===== src/rtl/ascon_serial_frontend.sv =====
// Serial front end for the Ascon AEAD core. It loads key, nonce, AD and text over W-bit lanes,
// pulses the core start, and then unloads the result text and tag over W-bit lanes.
module ascon_serial_frontend #(
  parameter int unsigned K       = 128,
  parameter int unsigned L       = 40,
  parameter int unsigned Y       = 96,
  parameter int unsigned W       = 1,
  parameter int unsigned TIMEOUT = 4096
) (
  input  logic           clk,
  input  logic           rst,
  input  logic           startxSI,
  input  logic           mode_decxSI,
  input  logic           in_validxSI,
  output logic           in_readyxSO,
  input  logic [W-1:0]   keyxSI,
  input  logic [W-1:0]   noncexSI,
  input  logic [W-1:0]   adxSI,
  input  logic [W-1:0]   textxSI,
  output logic [K-1:0]   core_keyxSO,
  output logic [127:0]   core_noncexSO,
  output logic [L-1:0]   core_adxSO,
  output logic [Y-1:0]   core_textxSO,
  output logic           core_encxSO,
  output logic           core_decxSO,
  input  logic           core_donexSI,
  input  logic [Y-1:0]   core_textxSI,
  input  logic [127:0]   core_tagxSI,
  input  logic           core_authxSI,
  output logic           out_validxSO,
  input  logic           out_readyxSI,
  output logic [W-1:0]   textxSO,
  output logic [W-1:0]   tagxSO,
  output logic           authxSO,
  output logic           busyxSO,
  output logic           donexSO,
  output logic           errxSO
);

  localparam int unsigned NB     = 128;
  localparam int unsigned MaxKn  = (K > NB) ? K : NB;
  localparam int unsigned MaxLy  = (L > Y) ? L : Y;
  localparam int unsigned MaxB   = (MaxKn > MaxLy) ? MaxKn : MaxLy;
  localparam int unsigned LB     = MaxB / W;
  localparam int unsigned UB     = ((Y > NB) ? Y : NB) / W;
  localparam int unsigned CntMax = (LB > UB) ? LB : UB;
  localparam int unsigned CntW   = $clog2(CntMax + 1);
  localparam int unsigned WdW    = $clog2(TIMEOUT);

  localparam logic [CntW-1:0] LastLoad   = CntW'(LB - 1);
  localparam logic [CntW-1:0] LastUnload = CntW'(UB - 1);
  localparam logic [CntW-1:0] KeyBeats   = CntW'(K / W);
  localparam logic [CntW-1:0] NonceBeats = CntW'(NB / W);
  localparam logic [CntW-1:0] AdBeats    = CntW'(L / W);
  localparam logic [CntW-1:0] TextBeats  = CntW'(Y / W);
  localparam logic [WdW-1:0]  WdLast     = WdW'(TIMEOUT - 1);

  if ((K % W) != 0 || (L % W) != 0 || (Y % W) != 0 || (NB % W) != 0) begin : gen_bad_len
    $error("ascon_serial_frontend: K, L, Y and 128 must be multiples of W");
  end
  if (TIMEOUT < 2) begin : gen_bad_timeout
    $error("ascon_serial_frontend: TIMEOUT must be at least 2");
  end

  typedef enum logic [2:0] {StIdle, StLoad, StStart, StWait, StUnload} state_e;

  state_e stateQ, stateD;

  logic [CntW-1:0] beatQ;
  logic [WdW-1:0]  wdQ;
  logic            modeQ, authQ, errQ, doneQ;
  logic [K-1:0]    keyQ;
  logic [NB-1:0]   nonceQ;
  logic [L-1:0]    adQ;
  logic [Y-1:0]    textQ;
  logic [Y-1:0]    resQ;
  logic [NB-1:0]   tagQ;

  logic startAcc, loadBeat, coreDone, timeout, unloadBeat;

  always_ff @(posedge clk or posedge rst) begin
    if (rst) begin
      stateQ <= StIdle;
    end else begin
      stateQ <= stateD;
    end
  end

  always_comb begin
    stateD     = stateQ;
    startAcc   = 1'b0;
    loadBeat   = 1'b0;
    coreDone   = 1'b0;
    timeout    = 1'b0;
    unloadBeat = 1'b0;
    unique case (stateQ)
      StIdle: begin
        if (startxSI) begin
          startAcc = 1'b1;
          stateD   = StLoad;
        end
      end
      StLoad: begin
        if (in_validxSI) begin
          loadBeat = 1'b1;
          if (beatQ == LastLoad) stateD = StStart;
        end
      end
      StStart: stateD = StWait;
      StWait: begin
        // A result arriving on the final watchdog cycle still counts as success.
        if (core_donexSI) begin
          coreDone = 1'b1;
          stateD   = StUnload;
        end else if (wdQ == WdLast) begin
          timeout = 1'b1;
          stateD  = StIdle;
        end
      end
      StUnload: begin
        if (out_readyxSI) begin
          unloadBeat = 1'b1;
          if (beatQ == LastUnload) stateD = StIdle;
        end
      end
      default: stateD = StIdle;
    endcase
  end

  always_ff @(posedge clk or posedge rst) begin
    if (rst) begin
      beatQ  <= '0;
      wdQ    <= '0;
      modeQ  <= 1'b0;
      authQ  <= 1'b0;
      errQ   <= 1'b0;
      doneQ  <= 1'b0;
      keyQ   <= '0;
      nonceQ <= '0;
      adQ    <= '0;
      textQ  <= '0;
      resQ   <= '0;
      tagQ   <= '0;
    end else begin
      doneQ <= 1'b0;
      wdQ   <= (stateQ == StWait) ? wdQ + WdW'(1) : '0;

      if (startAcc) begin
        modeQ <= mode_decxSI;
        errQ  <= 1'b0;
        authQ <= 1'b0;
        beatQ <= '0;
      end

      // Lanes fill MSB-first by shifting left; a lane stops once its own length is loaded.
      if (loadBeat) begin
        beatQ <= (beatQ == LastLoad) ? '0 : beatQ + CntW'(1);
        if (beatQ < KeyBeats)   keyQ   <= (keyQ << W) | K'(keyxSI);
        if (beatQ < NonceBeats) nonceQ <= (nonceQ << W) | NB'(noncexSI);
        if (beatQ < AdBeats)    adQ    <= (adQ << W) | L'(adxSI);
        if (beatQ < TextBeats)  textQ  <= (textQ << W) | Y'(textxSI);
      end

      if (coreDone) begin
        resQ  <= core_textxSI;
        tagQ  <= core_tagxSI;
        authQ <= modeQ & core_authxSI;
        beatQ <= '0;
      end

      if (timeout) begin
        errQ  <= 1'b1;
        doneQ <= 1'b1;
      end

      // Unload LSB-first by shifting right; exhausted lanes naturally present zeros.
      if (unloadBeat) begin
        resQ <= resQ >> W;
        tagQ <= tagQ >> W;
        if (beatQ == LastUnload) begin
          beatQ <= '0;
          doneQ <= 1'b1;
        end else begin
          beatQ <= beatQ + CntW'(1);
        end
      end
    end
  end

  always_comb begin
    in_readyxSO   = (stateQ == StLoad);
    core_encxSO   = (stateQ == StStart) & ~modeQ;
    core_decxSO   = (stateQ == StStart) & modeQ;
    out_validxSO  = (stateQ == StUnload);
    textxSO       = out_validxSO ? resQ[W-1:0] : '0;
    tagxSO        = out_validxSO ? tagQ[W-1:0] : '0;
    busyxSO       = (stateQ != StIdle);
    donexSO       = doneQ;
    authxSO       = authQ;
    errxSO        = errQ;
    core_keyxSO   = keyQ;
    core_noncexSO = nonceQ;
    core_adxSO    = adQ;
    core_textxSO  = textQ;
  end

endmodule


===== config.mk =====
export PLATFORM = sky130hd
export DESIGN_NAME = ascon_serial_frontend
export DESIGN_NICKNAME = d
export VERILOG_FILES = /design/src/rtl/ascon_serial_frontend.sv
export SDC_FILE = /design/constraint.sdc
export NUM_CORES = 1
export LEC_CHECK = 0
export ABC_AREA = 1
export BUFFER_PORTS_ARGS = -buffer_cell sky130_fd_sc_hd__buf_2
export CORE_AREA = 2 2 249 251
export CTS_CLUSTER_DIAMETER = 40
export DETAILED_ROUTE_END_ITERATION = 6
export DIE_AREA = 0 0 251 253
export PLACE_DENSITY = 0.71
export SLEW_MARGIN = 20
export SYNTH_ARGS = -nofsm -noshare
export SYNTH_HDL_FRONTEND = slang
export SYNTH_SLANG_ARGS = --single-unit

===== constraint.sdc =====
create_clock -name clk -period 30.4 [get_ports clk]
set_input_delay 6.08 -clock clk [delete_from_list [all_inputs] [get_ports clk]]
set_output_delay 6.08 -clock clk [all_outputs]
set_load 0.005 [all_outputs]

==> results of run 1 <==
## worst min-delay path by stage
stage / start / endpoint / slack, ns / cells after the start
3_5_place_dp: core_keyxSO[127] / core_keyxSO[127] / 0.46 / 2
2_1_floorplan: wdQ[0] / wdQ[0] / 0.43 / 1
4_1_cts: core_keyxSO[3] / core_keyxSO[4] / 0.47 / 2
3_3_place_gp: core_keyxSO[127] / core_keyxSO[127] / 0.45 / 2
6_report: wdQ[0] / wdQ[0] / 0.46 / 1
5_1_grt: wdQ[0] / wdQ[0] / 0.49 / 1
## cell usage in the layout (no fill, tap or decap), drive strengths merged, types with 2 or more instances in the layout
master / netlist / layout
clkinv: 0 / 24
clkinvlp: 0 / 13
bufinv: 0 / 10
a22o: 2 / 2
nand3: 237 / 237
buf: 79 / 654
ha: 2 / 2
clkbuf: 79 / 121
a21oi: 51 / 51
xor2: 5 / 5
nor3: 3 / 3
nand4: 4 / 4
diode: 0 / 15
dfrtp: 643 / 643
inv: 245 / 263
nand2: 1069 / 1069
o211ai: 4 / 4
o21ai: 355 / 355
nor2: 80 / 80
## final cells by class
class	count	area, um^2	area share [%]
clock buffers	121	2649	8.107
clock inverters	65	823.3	2.520
flip-flops and latches	643	16090	49.25
repair buffers	654	3364	10.30
well taps	790	988.4	3.025
diodes	15	37.54	0.1149
multi-input cells	1817	7776	23.80
inverters	245	942.2	2.884
## stage by stage
step | total power [mW] | setup slack (ns) | instances
after floorplan | 1.874 | 6.306 | 2863
final | 3.424 | 21.81 | 4350
after global routing | 3.644 | 21.52 | 4345
after CTS | 3.449 | 21.57 | 4333
after global placement | 2.244 | 20.86 | 4147
after detailed placement | 2.277 | 20.87 | 4147
## logic make-up after synthesis
kind of cell / after synthesis
flip-flops: 643
adder cells (fa/ha/maj): 2
AND/OR/NAND/NOR: 1395
XOR/XNOR: 5
buffers and inverters: 403
AO/OA/AOI/OAI: 415
## layer usage
layer | vias to the layer above | wire, um | share of wire [%] | track usage, %
met5 | - | 223 | 0.32 | 0
met4 | 38 | 2601 | 3.7 | 9.473
met3 | 185 | 5894 | 8.4 | 7.083
met2 | 703 | 33490 | 48 | 35.22
met1 | 10140 | 27870 | 40 | 25.83
li1 | 10260 | - | - | -
## registers in the layout, summed over array words and instances, names as in the netlist, 3 cells and up
register	count
core_keyxSO	128
core_noncexSO	128
tagQ	128
core_textxSO	96
resQ	96
core_adxSO	40
wdQ	12
beatQ	8
stateQ	3
## power groups by stage
| stage | clock network (mW) | registers, mW | logic (mW) |
|---|---|---|---|
| after detailed placement | 0 | 1.41 | 0.869 |
| after floorplan | 0 | 1.39 | 0.487 |
| after global placement | 0 | 1.40 | 0.841 |
| after global routing | 1.21 | 1.44 | 0.987 |
| after CTS | 1.17 | 1.40 | 0.875 |
| final | 1.15 | 1.41 | 0.865 |
## critical path, stage by stage
cell and delay (ns):
buf_2 0.09, inv_1 0.06, nor2_4 0.16, inv_2 0.09
nor2_8 0.57, buf_4 0.77, buf_4 0.86, o21ai_0 0.20
==> results.ini, run 1 <==
[critical_path]
r2r_setup_slack_ns=26.74
critical_path.startpoint=in_validxSI
r2r_start=stateQ[1]
startpoint_type=input port
critPathKind=input port to flop
critical_path_arrival_ns=9.02
rr_endpoint=tagQ[9]
crit_path_max_fanout=112
ff2ff_path_depth=7
required_ns=30.83
critical_path.endpoint_type=flop
endpoint=core_keyxSO[80]

[cts]
cts_buffers=98
cts_tree=built
htreeDepth=3
cts_resized=0
cts_num_sinks=643
clk_pin_slew_ns=0.06
clk_latency_ns=0.64
hold_buffers=0
post_cts_buffers=0
cts_buffer_depth=3
cts.root.buffer_cell=clkbuf_16

[pwr]
p_leak_nw=16.84
vdd_drop_max_uv=53.60
combPwrFrac_pct=25.3
p_sw_mw=1.190
clock_power_share_pct=33.7
p_seq_share_pct=41.0
switching_share_pct=34.76
power_density_nw_per_um2=104.8
cellInternalPower_mw=2.234

[timing]
fmax_ghz=0.1164
drv_slew=0
setup_viol=0
hold_viol=0
finalCritPeriodShare_pct=28.26
worst_clock_skew_ns=0.04986
tns_ns=0
whs_ns=0.4638
tightestPinTransition_ns=1.023
rsz0062_at_grt=false
relSlewSlack_pct=31.77
min_period_ns=8.591

[yosys]
synth_edf_count=0
synth_cell_types=28
synthTopCellsByArea=dfrtp_1 (63%), nand2_1 (16%), o21ai_0 (6.0%), nand3_1 (4.6%), inv_1 (3.5%)
synthSimpleGateAreaFrac_pct=21.96
synth_fa_ha_area_share_pct=0.09827
netlist_instances=2863
ys_ff_latch=643
yosys.area.top_type=dfrtp_1
synth_xor_area_share_pct=0.1720
synthArstFlopShare_pct=100.0
yosysWarnings=0
synth_compound_area_share_pct=8.249
synth_nets=3101
synthFlopType=dfrtp_1
syn_area_um2=25470
synth_common_cells=nand2_1 (1068), dfrtp_1 (643), o21ai_0 (305)
synth.top_cell.area_share_pct=63.18
seq_area_frac_synth_pct=63.18
synth_mux_area_share_pct=0
synth_area_per_cell_um2=8.895
synth_top_family_by_area=simple AND/OR/NAND/NOR gates
yosysMostFrequentCell=nand2_1

[place]
place_area_um2=29110
place_congestion=0.8305
portBuffers=637
place_hpwl_um=47820

[cells_and_area]
fillers=5480
final_util_pct=53.53
nets=3697
drive_above_1_share_pct=23.75
syn_to_final_growth_pct=28.30
stdcell_area_um2=32670

[global_route]
grtUsageTotal_pct=21.46
grt_pass1_wl_um=109200
antenna_found_initial=34
grt.overflow.total=0
grt_max_degree=168
first_global_vias=20480

[drt]
drt-wirelength-per-cell_um=16.11
wl_um=70080
antenna_left=0
viasPerCell=4.902
drt-pass1-iter-count=7
drtIter0Drc=1831
vias=21320
drc=0

[die]
fp.dieH_um=253
rows=91
die_w_um=251
start_util_pct=41.73
core_um2=61030
dieArea_um2=63500
num_io_pins=638

[run_status]
status=finished clean

[worst_hold_path]
hold_class=flop to flop

[flow_run]
maxCapViolations=0

Note: power is estimated with default switching activity, not from simulation.
==> run 2, diff against run 1 <==
ABC_AREA = 0   (was 1)
CORE_AREA = 2 2 248 250   (was 2 2 249 251)
DIE_AREA = 0 0 250 252   (was 0 0 251 253)
PLACE_DENSITY = 0.74   (was 0.71)
clock period = 7.8 ns   (was 30.4 ns; I/O delays follow)
==> results.ini, run 2 <==
[run_status]
status=finished clean

[timing]
min_period_ns=3.528
setup_viol=0
finalCritPeriodShare_pct=45.23
worst_clock_skew_ns=0.03771
relSlewSlack_pct=24.93
drv_slew=0
tightestPinTransition_ns=1.110
fin_ws_ns=4.272
tns_ns=0
hold_viol=0
rsz0062_at_grt=false
whs_ns=0.4654
fmax_ghz=0.2834

[critical_path]
critical_path_arrival_ns=4.02
required_ns=8.30
critical_path.endpoint_type=flop
critical_path.startpoint=in_validxSI
startpoint_type=input port
r2r_start=stateQ[0]
critPathKind=input port to flop
crit_path_max_fanout=88

[place]
place_ws_ns=3.465
place_congestion=0.8471
portBuffers=637
place_hpwl_um=44100
place_area_um2=29150

[global_route]
antenna_found_initial=6
first_global_vias=18400
grt_pass1_wl_um=102600
grt_max_degree=179
grt.overflow.total=0
grtUsageTotal_pct=20.40

[die]
start_util_pct=42.18
die_w_um=250
fp.dieH_um=252
core_um2=60130
dieArea_um2=63000
rows=90
num_io_pins=638

[drt]
wl_um=65630
wl_met3_um=4902
dr_wl_met2_um=32620
antenna_left=0
top_layer_used=met4
drt-wirelength-per-cell_um=19.04
drt-pass1-iter-count=7
vias=17900
drtIter0Drc=1163
viasPerCell=5.194
drc=0
wl_met1_um=25590

[yosys]
synth_mux_area_share_pct=18.12
synth_top_family_by_area=multiplexers
ys_ff_latch=643
synth_edf_count=0
netlist_instances=1949
synthFlopType=dfrtp_1
synth_xor_area_share_pct=0.2417
synth_cell_types=44
yosys.area.top_type=dfrtp_1
synth_nets=2187
synth.top_cell.area_share_pct=63.44
synth_fa_ha_area_share_pct=0.09866
synth_compound_area_share_pct=7.281
synthArstFlopShare_pct=100.0
syn_area_um2=25360
synth_common_cells=dfrtp_1 (643), nand2_1 (460), mux2_2 (354)
yosysWarnings=0
seq_area_frac_synth_pct=63.44
synthSimpleGateAreaFrac_pct=8.351
synthTopCellsByArea=dfrtp_1 (63%), mux2_2 (16%), nand2_1 (6.8%), a22oi_1 (6.6%), mux2_4 (2.4%)
synth_area_per_cell_um2=13.01
yosysMostFrequentCell=dfrtp_1

[cts]
cts_num_sinks=643
cts_buffers=92
cts.root.buffer_cell=clkbuf_16
htreeDepth=3
hold_buffers=0
cts_resized=0
post_cts_buffers=0
clk_pin_slew_ns=0.05
cts_tree=built
clk_latency_ns=0.63
cts_buffer_depth=3

[cells_and_area]
fillers=4905
final_common_cell=dfrtp_1
nets=2815
drive_above_1_share_pct=46.12
syn_to_final_growth_pct=28.56
layout_common_cells=dfrtp_1 (643), buf_2 (637), nand2_1 (460), mux2_2 (354), a22oi_1 (224)
final_util_pct=54.23
stdcell_area_um2=32610

[worst_hold_path]
hold_class=flop to flop
min_from=wdQ[0]

[pwr]
power_density_nw_per_um2=312.7
vdd_drop_max_uv=208.9
p_leak_nw=17.82

[flow_run]
maxCapViolations=0

-- run 2: worst max-delay path: stages --
cell,delay (ns)
buf_2,0.13
nand3b_4,0.11
buf_4,0.74
buf_4,0.98
mux2_2,0.43
-- run 2: final cells by class --
type	count	area (um^2)	share of cell area [%]
multi-input combinational	1177	8682	26.63
clock inverter	61	898.4	2.755
antenna	8	20.02	0.06139
timing repair buffer	657	3392	10.40
tap	782	978.4	3.001
inverter	6	26.28	0.08058
clock buffer	112	2520	7.728
sequential	643	16090	49.35
-- run 2: worst paths after layout --
kind / end / slack, ns / cells past startpoint
setup / recovery: core_noncexSO[85] / 4.27 / 5
hold / removal: wdQ[0] / 0.47 / 1
setup reg to reg: core_noncexSO[85] / 4.58 / 5
hold reg to reg: wdQ[0] / 0.47 / 1
max in group asynchronous: resQ[80] / 4.96 / 4
min in group asynchronous: core_keyxSO[122] / 1.04 / 2
-- run 2: metal layers --
layer / vias to the layer above / GRT usage [%]
met1: 9004 / 24.27
met2: 646 / 33.99
met3: 138 / 5.984
met5: - / 0
met4: 0 / 9.991
li1: 8109 / -
-- run 2: power by group --
| group | internal, mW | total [mW] | leakage (nW) | switching (mW) |
|---|---|---|---|---|
| clock network | 2.88 | 4.49 | 1.63 | 1.61 |
| registers | 3.93 | 4.33 | 8.67 | 0.409 |
| logic | 0.716 | 1.38 | 7.52 | 0.663 |
| total | 7.52 | 10.2 | 17.8 | 2.68 |
-- run 2: cell families after synthesis --
| logic type | count (synthesis) |
|---|---|
| AND/OR/NAND/NOR | 521 |
| XOR/XNOR | 7 |
| AO/OA/AOI/OAI | 252 |
| flip-flops | 643 |
| adder cells (fa/ha/maj) | 2 |
| buffers and inverters | 129 |
| multiplexers | 395 |
-- run 2: per-stage QoR --
stage,power [mW],cells
after floorplan,5.155,1949
after global placement,5.657,3264
after detailed placement,5.751,3264
after CTS,10.30,3437
after global routing,10.65,3443
final,10.20,3446
==> run 3, diff against run 2 <==
PLACE_DENSITY = 0.72   (was 0.74)
clock period = 3.29 ns   (was 7.8 ns; I/O delays follow)
==> results.ini, run 3 (synthesis results as in run 2) <==
[critical_path]
critical_path.endpoint_type=flop
required_ns=3.83
critical_path.startpoint=stateQ[2]
critPathKind=flop to flop
rr_endpoint=tagQ[101]
critical_path_arrival_ns=3.03
r2r_start=stateQ[2]
ff2ff_path_depth=5
crit_path_max_fanout=70
r2r_setup_slack_ns=0.80
endpoint=tagQ[101]
startpoint_type=flop

[drt]
dr_wl_met2_um=33180
antenna_left=0
vias=17840
wl_met3_um=4851
viasPerCell=5.158
drc=0
top_layer_used=met5
drt-pass1-iter-count=7
drt-wirelength-per-cell_um=18.86
drtIter0Drc=1327
wl_um=65230
wl_met1_um=25190

[die]
core_um2=60130
num_io_pins=638
dieArea_um2=63000
rows=90
fp.dieH_um=252
die_w_um=250
start_util_pct=42.18

[timing]
worst_clock_skew_ns=0.03570
hold_viol=0
relSlewSlack_pct=43.48
min_period_ns=2.490
fmax_ghz=0.4016
drv_slew=0
finalCritPeriodShare_pct=75.68
rsz0062_at_grt=false
tightestPinTransition_ns=0.8461
setup_viol=0

[global_route]
antenna_found_initial=20
grtUsageTotal_pct=20.15
grt.overflow.total=0
first_global_vias=18260
grt_pass1_wl_um=101300
grt_max_degree=150

[worst_hold_path]
hold_class=input port to async pin

[run_status]
status=finished clean

[cts]
cts_buffer_depth=3
cts.root.buffer_cell=clkbuf_16
post_cts_buffers=0
htreeDepth=3
cts_tree=built
cts_num_sinks=643
cts_resized=0
hold_buffers=0
clk_latency_ns=0.63
clk_pin_slew_ns=0.06
cts_buffers=89

[place]
place_hpwl_um=45140
place_congestion=0.8418
portBuffers=637
place_area_um2=29410

[cells_and_area]
syn_to_final_growth_pct=28.74
layout_common_cells=dfrtp_1 (643), buf_2 (637), nand2_1 (460), mux2_2 (354), a22oi_1 (224)
nets=2828
multi_input_area_um2=8682
final_common_cell=dfrtp_1
seqCellArea_um2=16090
stdcell_area_um2=32650
final_util_pct=54.30
fillers=4965
drive_above_1_share_pct=46.34

[pwr]
power_density_nw_per_um2=725.5
power_mw=23.69
vdd_drop_max_uv=466.2
p_leak_nw=17.83

[flow_run]
maxCapViolations=0

## run 3: metal layers
| layer | up-vias | global-route usage [%] |
|---|---|---|
| li1 | 8146 | - |
| met1 | 8931 | 23.52 |
| met2 | 631 | 34.53 |
| met3 | 125 | 6.097 |
| met4 | 8 | 8.657 |
| met5 | - | 0 |
## run 3: layout make-up
cell class                 instances  area share (%)
sequential                       643           49.28
multi-input combinational       1177           26.59
timing repair buffer             673           11.13
clock buffer                      99           7.123
tap                              782           2.996
clock inverter                    63           2.686
antenna                           16          0.1226
inverter                           6         0.08047
## run 3: critical path, cell delays in order, from the launching register on
cell and delay [ns]:
dfrtp_1 0.57, and4b_4 0.47, nor2_4 0.45, buf_4 0.66, nand2_1 0.14, nand2_1 0.09
## run 3: report_power, final
| part | switching, mW | leakage [nW] | total (mW) | internal [mW] |
|---|---|---|---|---|
| logic | 1.58 | 7.64 | 3.30 | 1.73 |
| registers | 0.974 | 8.67 | 10.3 | 9.31 |
| clock network | 3.74 | 1.52 | 10.1 | 6.37 |
| total | 6.29 | 17.8 | 23.7 | 17.4 |
## run 3: worst min path at each step
stage / cells past startpoint / slack (ns) / from / to
3_5_place_dp: 1 / 0.46 / wdQ[0] / wdQ[0]
5_1_grt: 2 / 0.20 / rst / core_noncexSO[93]
6_report: 2 / 0.22 / rst / core_noncexSO[93]
3_3_place_gp: 1 / 0.45 / wdQ[0] / wdQ[0]
2_1_floorplan: 1 / 0.43 / wdQ[0] / wdQ[0]
4_1_cts: 2 / 0.19 / rst / core_noncexSO[93]
## run 3: stage by stage
| step | setup WS (ns) | hold slack (ns) | cells | TNS [ns] |
|---|---|---|---|---|
| after floorplan | -6.153 | 0.4331 | 1949 | -3956.18 |
| after global placement | 0.7798 | 0.4467 | 3281 | 0 |
| after detailed placement | 0.6864 | 0.4566 | 3281 | 0 |
| after CTS | 0.7561 | 0.1922 | 3443 | 0 |
| after global routing | 0.5929 | 0.1996 | 3453 | 0 |
| final | 0.8003 | 0.2229 | 3459 | 0 |
